File: src/rtl/pc_call_stack.sv
// pc_call_stack: program counter with load/branch/call/ret/inc and a LIFO return-address stack
module pc_call_stack #(
    parameter int WIDTH = 16,
    parameter int STACK_DEPTH = 8,
    parameter logic [WIDTH-1:0] RESET_VECTOR = '0
) (
    input  logic                           clock,
    input  logic                           reset_n,
    input  logic [WIDTH-1:0]               in,
    input  logic [WIDTH-1:0]               offset,
    input  logic                           load,
    input  logic                           branch,
    input  logic                           call,
    input  logic                           ret,
    input  logic                           inc,
    output logic [WIDTH-1:0]               out,
    output logic [$clog2(STACK_DEPTH):0]   depth,
    output logic                           stack_full,
    output logic                           stack_empty,
    output logic                           wrap,
    output logic                           ovf_err,
    output logic                           unf_err
);
    localparam int AW = $clog2(STACK_DEPTH);
    localparam int DW = AW + 1;

    logic [WIDTH-1:0] mem [STACK_DEPTH];
    logic [WIDTH-1:0] pc_next, inc_val;
    logic [DW-1:0]    depth_next;
    logic [AW-1:0]    top;
    logic             push, wrap_next, ovf_next, unf_next;

    assign stack_full  = depth == DW'(STACK_DEPTH);
    assign stack_empty = depth == '0;
    assign inc_val     = out + 1'b1;
    assign top         = AW'(depth - DW'(1));

    // one prioritized operation per edge: load > call > ret > branch > inc > hold
    always_comb begin
        pc_next    = out;
        depth_next = depth;
        push       = 1'b0;
        wrap_next  = 1'b0;
        ovf_next   = 1'b0;
        unf_next   = 1'b0;
        if (load) begin
            pc_next = in;
        end else if (call) begin
            ovf_next   = stack_full;
            push       = !stack_full;
            wrap_next  = !stack_full && inc_val == '0;
            pc_next    = stack_full ? out : in;
            depth_next = stack_full ? depth : depth + DW'(1);
        end else if (ret) begin
            unf_next   = stack_empty;
            pc_next    = stack_empty ? out : mem[top];
            depth_next = stack_empty ? depth : depth - DW'(1);
        end else if (branch) begin
            pc_next = out + offset;
        end else if (inc) begin
            pc_next   = inc_val;
            wrap_next = inc_val == '0;
        end
    end

    // PC, stack pointer and single-cycle event pulses
    always_ff @(posedge clock or negedge reset_n) begin
        if (!reset_n) begin
            out     <= RESET_VECTOR;
            depth   <= '0;
            wrap    <= 1'b0;
            ovf_err <= 1'b0;
            unf_err <= 1'b0;
        end else begin
            out     <= pc_next;
            depth   <= depth_next;
            wrap    <= wrap_next;
            ovf_err <= ovf_next;
            unf_err <= unf_next;
        end
    end

    // return-address storage; contents are don't-care after reset
    always_ff @(posedge clock) begin
        if (push) mem[depth[AW-1:0]] <= inc_val;
    end
endmodule

File: config.mk
export PLATFORM = sky130hd
export DESIGN_NAME = pc_call_stack
export DESIGN_NICKNAME = d
export VERILOG_FILES = /design/src/rtl/pc_call_stack.sv
export SDC_FILE = /design/constraint.sdc
export NUM_CORES = 1
export LEC_CHECK = 0
export CAP_MARGIN = 10
export CORE_MARGIN = 2
export CORE_UTILIZATION = 39
export DETAILED_ROUTE_END_ITERATION = 12
export SKIP_LAST_GASP = 1
export SYNTH_ARGS = -nofsm -noshare
export SYNTH_HDL_FRONTEND = slang
export SYNTH_SLANG_ARGS = --single-unit
File: constraint.sdc
create_clock -name clock -period 6.05 [get_ports clock]
set_clock_uncertainty 0.1 [all_clocks]
set_input_delay 0.9075 -clock clock [delete_from_list [all_inputs] [get_ports clock]]
set_output_delay 0.9075 -clock clock [all_outputs]
set_load 0.1 [all_outputs]
==> metrics, run 1 <==
number of port buffers 63; first-pass GRT wire length 30.6 mm; CP max FO 37; pre-CTS WS 2220 ps; WHS Endpoint depth[3]; Psw 1770 uW; Area growth syn-to-layout 20.0%; R2R depth 8; Initial Utilization 0.398; Detail Placement HPWL 13.2 mm; layout cells sized above 1 0.144; CTS Buf Count 17; CTS resizes 0; Gate power share 0.421; P_leak 0.00315 uW; Die H 142 um; async set or reset register ratio after synthesis 0.152; Nets 685; CTS Root Cell clkbuf_16; Synth Flop Type edfxtp_1; GRT met1 Usage 0.279; Die Width 142 um; final instance area 8950 um^2; sequential share of the synthesized area 0.592; EDFF count, synth 128; max cap viols 0; Hold Violations, Final 0; slew margin rel. 0.340; Core Area 18800 um^2; Vias per Instance 5.87; via count 5133; pwr/cell area 482 nW/um^2; Synth Cell Area 7460 um^2; area of the multi-input gates 2850 um^2; R2R Setup Slk 2480 ps; CTS tree yes; maximum root-to-sink buffer count 2; I/O Pins 64; Final Routed Wirelength 20.0 mm; outcome complete, no violations; sequential cell area 4420 um^2; Worst EP arrival 3220 ps; vias in the first global route 5202; Distinct cells, synth 64; Fillers 1651; Mapped Nets 617; RSZ-0062 raised after global routing no; die area 20300 um^2; register bit count reported by yosys 151; initial antenna violation count 0; clock share of power 0.250; H-tree depth 4; DR WL/cell 22.9 um; VDD IR max 0.282 mV; Mean Syn Cell Area 13.3 um^2; period utilisation layout 0.699; Most Used Layer, Global Route met2; sw frac 0.410; Clock Sinks 151; pin count of the biggest net entering global routing 38; crit path launch type register; yosys synthesis warning count 0; M3 GR Usage 0.0444; FP Rows 50; total track usage 0.207; ANT cells 0; final setup TNS 0 ps; final setup violation count 0; Setup Fix Bufs, Post-CTS 0; Post-DP Area 8350 um^2; total power 4320 uW; fmax 0.237 GHz; CP Class register to primary output; Pins Over Slew Limit 0; initial drt markers 628; Internal 2550 uW; drc violations 0; Worst-path clk slew 70 ps; setup ws final 1820 ps; GR Util met2 0.332; min-delay worst type register to register; TritonRoute pass-1 iters 5; synthesized netlist cell count 559; Critical Path RT 5040 ps; later-pin clock latency in the skew report 440 ps; reg-to-reg startpoint depth[0]; r2r endpoint out[11]; critical path endpoint category primary output; hold buffers post-CTS 0; GRT overflow 0; Hold Path Depth 1; sequential fraction of design power 0.329; Period minus WS final 4230 ps; RePlAce Congestion 0.919; actual slew at the worst max-slew pin 987 ps; ANT nets after route 0; worst hold start depth[3]
-- cell usage in the layout, fill, tap and decap left out, types with 22 or more instances in the layout --
cell type        synthesis  final
o21ai_0                 30     30
clkdlybuf4s50_1          0     63
edfxtp_1               128    128
nor2_1                  27     27
nand3_1                 23     23
nand2_1                 56     56
a21oi_1                 36     36
dfrtp_1                 23     22
mux4_2                  32     32
-- cell usage after synthesis (all sizes together) (2+ instances only) --
library cell | number | area share
edfxtp | 128 | 0.52
nand2 | 56 | 0.028
a21oi | 36 | 0.024
mux4 | 32 | 0.097
o21ai | 31 | 0.021
nor2 | 27 | 0.014
nand3 | 25 | 0.018
dfrtp | 23 | 0.077
ha | 18 | 0.030
inv | 17 | 0.0086
xnor2 | 17 | 0.020
clkbuf | 16 | 0.012
nor3 | 13 | 0.010
xor2 | 12 | 0.014
buf | 10 | 0.0074
and3 | 8 | 0.0069
a211oi | 7 | 0.0070
nand4 | 7 | 0.0059
a21o | 6 | 0.0062
nor4 | 6 | 0.0070
or3 | 6 | 0.0057
mux2i | 5 | 0.0067
o211ai | 5 | 0.0057
o21a | 5 | 0.0050
a311oi | 3 | 0.0035
a31oi | 3 | 0.0025
and2 | 3 | 0.0025
nand2b | 3 | 0.0025
a21boi | 2 | 0.0020
a32oi | 2 | 0.0023
nor2b | 2 | 0.0017
o21bai | 2 | 0.0020
o221ai | 2 | 0.0023
o31ai | 2 | 0.0020
or2 | 2 | 0.0017
-- logic make-up (layout without fill, tap and decap cells) --
| family | after synthesis | in the layout | share of synthesized area |
|---|---|---|---|
| DFF | 151 | 151 | 0.592 |
| AOI/OAI and AO/OA | 117 | 117 | 0.0998 |
| xor gates and xnor gates | 29 | 29 | 0.0340 |
| and+or+nand+nor | 162 | 162 | 0.108 |
| muxes | 38 | 38 | 0.105 |
| adders and majority gates | 19 | 19 | 0.0329 |
| buffers and inverters | 43 | 124 | 0.0280 |
-- power by group through the flow --
stage | registers (uW) | logic, uW | clock network, uW
floorplan | 1690 | 1040 | 0
global placement | 1430 | 1810 | 0
detailed placement | 1440 | 1830 | 0
CTS | 1420 | 1830 | 1090
global route | 1430 | 1950 | 1130
finish | 1420 | 1820 | 1080
-- sequential cells by signal (all words and copies together), names as in the netlist --
name / flops
out: 16
mem: 128
ovf_err: 1
unf_err: 1
wrap: 1
depth: 4
-- critical path, stage by stage (launching register included) --
cell and delay [ps]:
dfrtp_2 390, buf_4 320, inv_1 230, ha_2 270, nor3b_1 360, clkdlybuf4s50_1 1210
-- stage by stage --
stage / std cells / hold WS, ps / utilization
finish: 874 / 475 / 0.477
global route: 874 / 510 / 0.477
CTS: 874 / 472 / 0.477
detailed placement: 842 / 462 / 0.445
global placement: 842 / 456 / 0.445
floorplan: 559 / 512 / -
-- how the worst max path moves through the flow --
stage                        to  cells after the start  slack, ps  startpoint
CTS                 stack_empty                      5       1740    depth[0]
floorplan           stack_empty                      5       1080    depth[0]
detailed placement  stack_empty                      5       2220    depth[0]
global placement    stack_empty                      5       2290    depth[0]
finish              stack_empty                      5       1820    depth[0]
global route        stack_empty                      5       1620    depth[0]
-- area by class of cell --
type	instances	area share
repair buffers	75	0.0805
multi-input cells	365	0.319
clock inverters	15	0.0197
well taps	234	0.0327
clock buffers	17	0.0475
flip-flops and latches	151	0.494
inverters	17	0.00713
-- metal layers --
metal	vias up	share of wire
li1	2306	-
met1	2536	0.41
met2	255	0.48
met3	36	0.081
met4	0	0.022
met5	-	0
Power figures use the tool's default switching activity.
==> run 2: changes to the inputs <==
==> constraint.sdc (replaced) <==
create_clock -name clock -period 3.69 [get_ports clock]
set_clock_uncertainty 0.1 [all_clocks]
set_input_delay 0.5535 -clock clock [delete_from_list [all_inputs] [get_ports clock]]
set_output_delay 0.5535 -clock clock [all_outputs]
set_load 0.1 [all_outputs]
==> run 2 against run 1 <==
  * Non-clock buffer count rose by 10
  * Cell count rose by 1.0%
  * Via count rose by 1.0%
  * Critical path depth rose by 3
  * Setup slack got worse by 1200 ps
  * Core utilization rose by 0.27 points
  * Worst hold slack got worse by 74 ps
  * Critical path type is now register to register
  * Largest power group unchanged
==> metrics, run 2 (same netlist as run 1, synthesis figures left out) <==
Final Routed Wirelength 20.4 mm; Die Width 142 um; P_leak 0.00318 uW; VDD IR max 0.340 mV; min-delay worst type primary input to asynchronous set/reset pin; hold buffers post-CTS 0; number of port buffers 63; DR WL/cell 23.1 um; Buf+Inv Stages, Crit Path 2; outcome complete, no violations; GRT overflow 0; pwr/cell area 783 nW/um^2; RSZ-0062 raised after global routing no; Top cell by count, worst path a21oi_1; ANT cells 0; final setup violation count 0; Post-DP Area 8420 um^2; crit path launch type register; R2R Setup Slk 670 ps; vias in the first global route 5171; die area 20300 um^2; TritonRoute pass-1 iters 5; Die H 142 um; initial drt markers 460; R2R depth 8; Pins Over Slew Limit 0; CP top delay family adder cells; layout cells sized above 1 0.159; ANT nets after route 0; total track usage 0.207; r2r endpoint out[12]; Initial Utilization 0.398; pin count of the biggest net entering global routing 37; CP Class register to register; commonest non-fill, non-tap cells in the layout 128 x edfxtp_1, 57 x clkdlybuf4s50_1, 56 x nand2_1; Clock Sinks 151; Period minus WS final 3020 ps; commonest non-fill, non-tap cell in the layout edfxtp_1; CTS resizes 0; final instance area 9000 um^2; max cap viols 0; Nets 695; CP max FO 15; Core Area 18800 um^2; Area growth syn-to-layout 20.7%; Worst EP arrival 3270 ps; via count 5185; slew margin rel. 0.342; max reg flops 128; RePlAce Congestion 0.963; CTS Buf Count 17; Vias per Instance 5.87; drc violations 0; Critical Path RT 3940 ps; period utilisation layout 0.820; later-pin clock latency in the skew report 420 ps; CTS Root Cell clkbuf_16; slowest cell on the critical path ha_1; Hold Violations, Final 0; H-tree depth 4; I/O Pins 64; Worst path max stage delay 890 ps; actual slew at the worst max-slew pin 983 ps; FP Rows 50; reg-to-reg startpoint depth[1]; Setup Fix Bufs, Post-CTS 0; Detail Placement HPWL 13.6 mm; Worst-path clk slew 60 ps; CTS tree yes; first-pass GRT wire length 30.5 mm; initial antenna violation count 0; critical path endpoint category register; crit-path cells inv_1, ha_1, buf_4, mux4_2, nand2_1, a32oi_1, a21oi_1, a21oi_1; final setup TNS 0 ps; fmax 0.331 GHz; maximum root-to-sink buffer count 2
## run 2: cell count changes in the layout (fill, tap and decap cells not counted), moves of 2 or more
cell / before / now
clkinvlp_4: 1 / 4
clkinv_1: 0 / 2
inv_8: 4 / 0
clkdlybuf4s50_1: 63 / 57
inv_6: 7 / 1
clkinv_8: 2 / 0
clkinv_2: 0 / 2
bufinv_16: 1 / 3
buf_4: 12 / 27
## run 2: through the flow
stage                     hold WS (ps)  setup WS (ps)  utilization  std cells  total power, uW
after global routing               434            511        0.480        883             7380
final                              401            666        0.480        883             7050
after detailed placement           460            428        0.449        852             5360
after CTS                          410            676        0.480        883             7090
after global placement             454            447        0.449        852             5310
after floorplan                    158          -50.7            -        559             4480
## run 2: final cells by class
type                       count  area, um^2
clock buffer                  18         429
clock inverter                13         155
fill                        1649        9760
inverter                      17        63.8
multi-input combinational    365        2850
sequential                   151        4420
tap                          234         293
timing repair buffer          85         793
## run 2: worst max-delay path by stage
stage	depth (start not counted)	start	end	slack (ps)
global route	8	depth[1]	out[12]	510
detailed placement	9	offset[0]	out[14]	430
global placement	9	offset[0]	out[14]	450
floorplan	9	depth[0]	depth[3]	-50
CTS	8	depth[1]	out[12]	680
finish	8	depth[1]	out[12]	670
## run 2: power by group
| part | internal (uW) | switching [uW] | leakage (uW) | total (uW) |
|---|---|---|---|---|
| logic | 1070 | 1910 | 0.00148 | 2980 |
| registers | 2150 | 189 | 0.00143 | 2340 |
| clock network | 1050 | 675 | 0.000273 | 1730 |
| total | 4280 | 2770 | 0.00318 | 7050 |
## run 2: layer usage
metal | wire [um] | global-route usage | part of all wire | up-vias
met4 | 713 | 0.0985 | 0.035 | 0
met1 | 9240 | 0.282 | 0.45 | 2587
met3 | 1160 | 0.0384 | 0.057 | 43
met2 | 9240 | 0.324 | 0.45 | 230
met5 | 0 | 0 | 0 | -
li1 | - | - | - | 2325
## run 2: worst reg2reg max path, delay by kind of cell (launching register included)
| kind | cells | cell delay (ps) |
|---|---|---|
| adder cells (fa/ha/maj) | 1 | 890 |
| AO/OA/AOI/OAI | 3 | 620 |
| flip-flops | 1 | 530 |
| buffers and inverters | 2 | 510 |
| multiplexers | 1 | 250 |
| AND/OR/NAND/NOR | 1 | 60 |
==> run 3: changes to the inputs <==
==> constraint.sdc (replaced) <==
create_clock -name clock -period 2.6 [get_ports clock]
set_clock_uncertainty 0.1 [all_clocks]
set_input_delay 0.39 -clock clock [delete_from_list [all_inputs] [get_ports clock]]
set_output_delay 0.39 -clock clock [all_outputs]
set_load 0.1 [all_outputs]
==> run 3 against run 2 <==
  * Cell count grew 5.4%
  * Die area stayed put
  * Design area increased by 6.3%
  * First-iteration DRC count is 1.3% higher
  * Register-to-register slack worse by 570 ps
  * Critical path depth is 2 higher
  * Fmax increased by 21%
  * Sequential power is 41% higher
  * Global-route usage is 0.82 points higher
  * Critical path type unchanged
  * Largest cell class unchanged
==> metrics, run 3 (same netlist as run 1, synthesis figures left out) <==
M1 WL 9.07 mm; max cap viols 0; clock share of power 0.219; crit path launch type register; RSZ-0062 raised after global routing yes; CP max FO 3; Period minus WS final 2510 ps; CP Launch Point out[0]; Pins Over Slew Limit 0; slew margin rel. 0.462; pwr/cell area 1090 nW/um^2; final instance area 9570 um^2; min-delay worst type primary input to asynchronous set/reset pin; reg-to-reg startpoint out[0]; Die Width 142 um; met3 WL post-DR 1.18 mm; final setup TNS 0 ps; number of port buffers 63; maximum root-to-sink buffer count 2; CTS Root Cell clkbuf_16; crit-path cells ha_2, fa_2, a211oi_2, buf_4, o21ai_1, a21oi_1, buf_4, o21ai_0, xor2_1, o2bb2ai_1; RePlAce Congestion 0.900; outcome complete, no violations; Initial Utilization 0.398; sequential fraction of design power 0.316; fmax 0.399 GHz; max reg flops 128; CP Class register to register; commonest non-fill, non-tap cell in the layout edfxtp_1; CTS Buf Count 17; pin count of the biggest net entering global routing 27; Core Area 18800 um^2; sw frac 0.399; Detail Placement HPWL 14.4 mm; via count 5346; Worst path max stage delay 470 ps; final setup violation count 0; critical path endpoint category register; Worst EP arrival 2710 ps; total power 10400 uW; actual slew at the worst max-slew pin 804 ps; Clock Sinks 151; Nets 742; Gate power share 0.465; total track usage 0.216; Top cell by count, worst path buf_4; Worst-path clk slew 70 ps; first-pass GRT wire length 31.9 mm; Die H 142 um; P_leak 0.00347 uW; initial antenna violation count 0; CTS tree yes; GRT overflow 0; Vias per Instance 5.74; drc violations 0; die area 20300 um^2; VDD IR max 0.567 mV; vias in the first global route 5440; DR WL/cell 22.3 um; Final Routed Wirelength 20.8 mm; Post-DP Area 9020 um^2; Psw 4150 uW; period utilisation layout 0.964; commonest non-fill, non-tap cells in the layout 128 x edfxtp_1, 78 x buf_4, 55 x nand2_1; initial drt markers 466; ANT nets after route 0; Critical Path RT 2810 ps; slowest cell on the critical path dfrtp_4; met2 wire length 9.92 mm; FP Rows 50; H-tree depth 4; top routing layer used met4; ANT cells 0; Internal 6240 uW; hold buffers post-CTS 0; Hold Violations, Final 0; layout cells sized above 1 0.284; TritonRoute pass-1 iters 5; Area growth syn-to-layout 28.3%; later-pin clock latency in the skew report 430 ps; I/O Pins 64
run 3: power groups by stage:
stage,clock network [uW],logic [uW],registers [uW]
after floorplan,0,2590,3970
after global routing,2420,5180,3310
after detailed placement,0,4840,3340
final,2280,4830,3290
after CTS,2320,4860,3290
after global placement,0,4800,3320
run 3: worst paths after layout:
check                      cells after the start  slack (ps)       end
setup / recovery                              10          90   out[14]
hold / removal                                 2         240   out[12]
setup reg to reg                              10          90   out[14]
hold reg to reg                                1         520  depth[3]
max in group asynchronous                      2        1840    out[0]
min in group clock                             3         510    out[3]
run 3: final cells by class:
| cell class | instances | area, um^2 |
|---|---|---|
| Fill cell | 1624 | 9200 |
| Sequential cell | 151 | 4440 |
| Multi-Input combinational cell | 365 | 2940 |
| Timing Repair Buffer | 132 | 1290 |
| Clock buffer | 18 | 429 |
| Tap cell | 234 | 293 |
| Clock inverter | 14 | 113 |
| Inverter | 17 | 71.3 |
run 3: critical path: cells and delay by family (launching register included):
family | cells | cell delay [ps]
flops | 1 | 470
compound gates | 5 | 730
xor+xnor | 1 | 150
fa+ha+maj | 2 | 640
buf+inv | 2 | 290
run 3: metal layers:
metal  GRT usage  vias to the layer above
li1            -                     2419
met1       0.291                     2690
met2       0.344                      194
met3      0.0431                       43
met4      0.0902                        0
met5           0                        -
run 3: metrics by stage:
stage                     hold slack, ps  std cells  utilization  worst slack, ps
after floorplan                    -5.59        559            -             -171
final                                244        931        0.510             93.2
after detailed placement             514        899        0.480             -366
after CTS                            240        931        0.509             75.4
after global routing                 271        931        0.510            -19.0
after global placement               493        899        0.480             -349
run 3: repair_timing:
item | in CTS | in global routing
resized for setup | 1 | 4
buffers inserted | 0 | 0
endpoints found under the setup margin | 1 | 3
pin swaps | 0 | 3
